**config.mk**
```make
export PLATFORM = sky130hd
export DESIGN_NAME = regfile_mp
export DESIGN_NICKNAME = d
export VERILOG_FILES = /design/src/rtl/regfile_mp.sv
export SDC_FILE = /design/constraint.sdc
export NUM_CORES = 2
export LEC_CHECK = 0
export CORE_MARGIN = 2
export CORE_UTILIZATION = 51
export DETAILED_ROUTE_END_ITERATION = 16
export PLACE_DENSITY = 0.7
export SYNTH_ARGS = -nofsm -noshare
export SYNTH_HDL_FRONTEND = slang
export SYNTH_SLANG_ARGS = --single-unit
export TNS_END_PERCENT = 30
```
**constraint.sdc**
```tcl
create_clock -name clk -period 1.9 [get_ports clk]
set_clock_uncertainty 0.15 [all_clocks]
set_input_delay 0.285 -clock clk [delete_from_list [all_inputs] [get_ports clk]]
set_output_delay 0.285 -clock clk [all_outputs]
set_load 0.02 [all_outputs]
```
**src/rtl/regfile_mp.sv**
```systemverilog
// Multi-ported register file: two combinational read ports, two write ports and a
// per-register pending-write scoreboard. Define REGFILE_BYPASS_EN for same-cycle write-to-read forwarding.
module regfile_mp #(
  parameter int DATA_W = 32,
  parameter int ADDR_W = 5
) (
  input  logic              clk,
  input  logic              clrn,
  input  logic [ADDR_W-1:0] ra_a,
  input  logic [ADDR_W-1:0] ra_b,
  output logic [DATA_W-1:0] qa,
  output logic [DATA_W-1:0] qb,
  input  logic              we0,
  input  logic              we1,
  input  logic [ADDR_W-1:0] wa0,
  input  logic [ADDR_W-1:0] wa1,
  input  logic [DATA_W-1:0] wd0,
  input  logic [DATA_W-1:0] wd1,
  input  logic              iss_v,
  input  logic [ADDR_W-1:0] iss_rd,
  output logic              busy_a,
  output logic              busy_b
);

  localparam int DEPTH = 1 << ADDR_W;

  logic [DATA_W-1:0] regs [DEPTH];
  logic [DEPTH-1:0]  busy;
  logic [DEPTH-1:0]  busy_nxt;

  // NOTE: the whole array is cleared asynchronously, so it maps to flops rather than a RAM macro;
  // a RAM cannot be cleared in zero time.
  always_ff @(posedge clk or negedge clrn) begin
    if (!clrn) begin
      for (int i = 0; i < DEPTH; i++) regs[i] <= '0;
    end else begin
      // NOTE: non-blocking assignments in source order: the later port-1 write overrides port 0 on a collision.
      if (we0 && wa0 != '0) regs[wa0] <= wd0;
      if (we1 && wa1 != '0) regs[wa1] <= wd1;
    end
  end

  // Writebacks clear first, then an issue to the same register sets the bit again.
  always_comb begin
    // NOTE: default assignment first, so every path assigns busy_nxt and no latch is inferred.
    busy_nxt = busy;
    if (we0) busy_nxt[wa0] = 1'b0;
    if (we1) busy_nxt[wa1] = 1'b0;
    if (iss_v && iss_rd != '0) busy_nxt[iss_rd] = 1'b1;
    busy_nxt[0] = 1'b0;
  end

  always_ff @(posedge clk or negedge clrn) begin
    if (!clrn) busy <= '0;
    else       busy <= busy_nxt;
  end

  always_comb begin
    qa     = regs[ra_a];
    qb     = regs[ra_b];
    busy_a = busy[ra_a];
    busy_b = busy[ra_b];
`ifdef REGFILE_BYPASS_EN
    // Port 1 is checked last so it takes precedence, matching the write collision rule.
    if (we0 && wa0 != '0 && wa0 == ra_a) begin qa = wd0; busy_a = 1'b0; end
    if (we1 && wa1 != '0 && wa1 == ra_a) begin qa = wd1; busy_a = 1'b0; end
    if (we0 && wa0 != '0 && wa0 == ra_b) begin qb = wd0; busy_b = 1'b0; end
    if (we1 && wa1 != '0 && wa1 == ra_b) begin qb = wd1; busy_b = 1'b0; end
`endif
  end

endmodule

```
==> flow_metrics.tcl <==
set metrics [dict create \
    status "finished with violations" \
    path_max_fanout 3 \
    yosysSeqAreaShare 0.411 \
    htree_levels 3 \
    root_buffer "clkbuf_16" \
    crit_chain "mux4_2 -> nor2b_4 -> a41oi_2 -> nand4_1 -> buf_4" \
    syn_inst 5853 \
    grt_pass1_wl_mm 391 \
    p_total_mw 82.2 \
    drv_cap 0 \
    holdCritPathClass "input port to asynchronous set/reset pin" \
    nets 6451 \
    fin_cells 8107 \
    post-route-period-util 1.51 \
    numCtsBuffers 115 \
    overflow 0 \
    relSlewSlack 0.477 \
    synth_most_common_cell "dfrtp_1" \
    drv_slew 0 \
    cts_tree "done" \
    yosys-top-cells-area "dfrtp_1 41%, mux4_2 18%, mux2i_1 16%" \
    initial_core_util 0.513 \
    synth_edf_count 0 \
    max-vdd-ir-drop_uv 840 \
    path_clk_slew_ps 70 \
    powerDensity_nw_per_um2 987 \
    die_w_um 359 \
    rr_startpoint "regs[953]" \
    drc 0 \
    setup_violations 66 \
    die_h_um 359 \
    async_flop_share 1.00 \
    end_kind "output port" \
    synth_seq_cells 1055 \
    endpoint "busy_b" \
    rrSetupSlack_ps 700 \
    hold_ws_ps 54.5 \
    required_ps 1460 \
    cts_sinks 1055 \
    dp_hpwl_mm 181 \
    synth_cell_types 52 \
    first_iter_violations 9045 \
    ys.flop_type "dfrtp_1" \
    slowest_stage "mux4_2" \
    rsz0062_at_grt "yes" \
    synth_nets 5947 \
    vias_per_cell 7.02 \
    ios 160 \
    antenna_found_initial 5 \
    fp.dieArea_sq_um 129000 \
    grt_pass1_vias 56200 \
    finalWorstSetupSlack_ps -975 \
    placedCellCount 7856 \
    crit_path_start "busy[9]" \
    start_kind "flip-flop" \
    final_hold_viol_count 0 \
    tightest_slew_ps 777 \
    p_leak_nw 35.5 \
    clock.fmax_mhz 348 \
    netlist.area_leader.share 0.411 \
    arrival_ps 2440 \
    violations "setup timing" \
    synth_area_sq_um 64200 \
    avgSynthCellArea_sq_um 11.0 \
    r2r_end "regs[953]" \
    critPathMaxStageDelay_ps 510 \
    r2r_cells 2 \
    syn_to_final_growth_pct 29.6 \
    ys_warn_count 0 \
    track_usage 0.413 \
    core_region_area_sq_um 125000 \
    drt_wl_total_mm 269 \
    finalWorstPathRequiredPeriod_ps 2880 \
    grt_max_degree 63 \
    drt-pass1-iter-count 8 \
    final_antenna_net_count 0 \
    globalplace.congestion 1.03 \
    io_buffers 159 \
    crit_type "flip-flop to output port" \
    synth_top_area_cell "dfrtp_1" \
    worstSkewPairLatency_ps 770 \
    drive_gt1_frac 0.333 \
    synth_commonest_cells "1055 x dfrtp_1, 996 x mux2i_1, 534 x nor2_1, 521 x mux4_2, 520 x a21oi_1" \
    routed-via-count 56900 \
    std_cell_rows 130 \
    wl_per_cell_um 33.2 \
    clk_path_buf_depth 3 \
]
[critical path, delay by kind of cell (launching register included)]
kind            cells  cell delay (ps)
flops               1              410
buf+inv             1              240
simple gates        2              380
compound gates      1              140
mux                 1              510
[cells in the final DEF (no fill, tap or decap), types with 173 or more instances in the layout]
cell type  Yosys  layout
dfrtp_1     1055    1055
mux2i_1      996     996
buf_4         93     604
nor2_1       534     522
mux4_2       521     521
a21oi_1      520     520
nand2_1      510     485
o21ai_0      436     436
buf_12         9     360
o22ai_2        0     173
[cell families (layout without fill, tap and decap cells)]
kind of cell           after synthesis  in the layout  synth area share
flip-flops                        1055           1055             0.411
multiplexers                      1526           1526             0.339
other                                0              3                 0
buffers and inverters              725           1326            0.0576
AND/OR/NAND/NOR                   1214           1214            0.0816
AO/OA/AOI/OAI                     1333           1333             0.110
[registers in the layout, indices dropped and copies added, names as in the netlist]
name  count
regs   1024
busy     31
[how the worst min path moves through the flow]
| stage | depth (start not counted) | to | startpoint | slack, ps |
|---|---|---|---|---|
| global placement | 1 | regs[961] | clrn | 20 |
| finish | 3 | regs[288] | clrn | 50 |
| detailed placement | 1 | regs[961] | clrn | 30 |
| global route | 3 | regs[288] | clrn | 70 |
| CTS | 3 | regs[737] | clrn | 30 |
| floorplan | 0 | busy[10] | clrn | -160 |
[metal layers]
layer  vias to the layer above  routed length (um)  global-route usage  part of all wire
met5                         -                  58                   0           0.00022
met4                         6               20500               0.263             0.076
met3                      1216               41100               0.155              0.15
met2                      5051              113000               0.584              0.42
met1                     28100               94800               0.536              0.35
li1                      22600                   -                   -                 -
[layout make-up]
| type | count | area (sq um) |
|---|---|---|
| fill | 8935 | 42000 |
| multi-input combinational | 4073 | 37600 |
| sequential | 1055 | 26400 |
| timing repair buffer | 1111 | 13200 |
| clock buffer | 166 | 3390 |
| tap | 1650 | 2060 |
| clock inverter | 48 | 551 |
| antenna | 3 | 7.51 |
| inverter | 1 | 3.75 |
[what timing repair did]
action                                  4_1_cts  5_1_grt
hold buffers                                  2        0
gates cloned                                  1        0
resized for setup                           331       71
endpoints found under the hold margin      1055        0
buffers inserted                             11       30
endpoints found under the setup margin       66       68
pin swaps                                    30       38
[where the power goes]
part           switching (mW)  internal (mW)  leakage [nW]
Clock                    10.2           13.6          1.96
Combinational            11.6           13.4          20.6
Sequential               5.04           28.3          12.9
[per-stage QoR]
stage                     utilization  cell area [sq um]  setup slack (ps)  setup TNS (ps)
after floorplan                     -              66700              -115           -7110
after global placement          0.623              78000             -1600         -545290
after detailed placement        0.623              78000             -1620         -564890
after CTS                       0.661              82700              -969          -52030
after global routing            0.665              83300             -1060          -52490
final                           0.665              83300              -975          -50980
No activity file was read; power rests on OpenSTA's default activity.
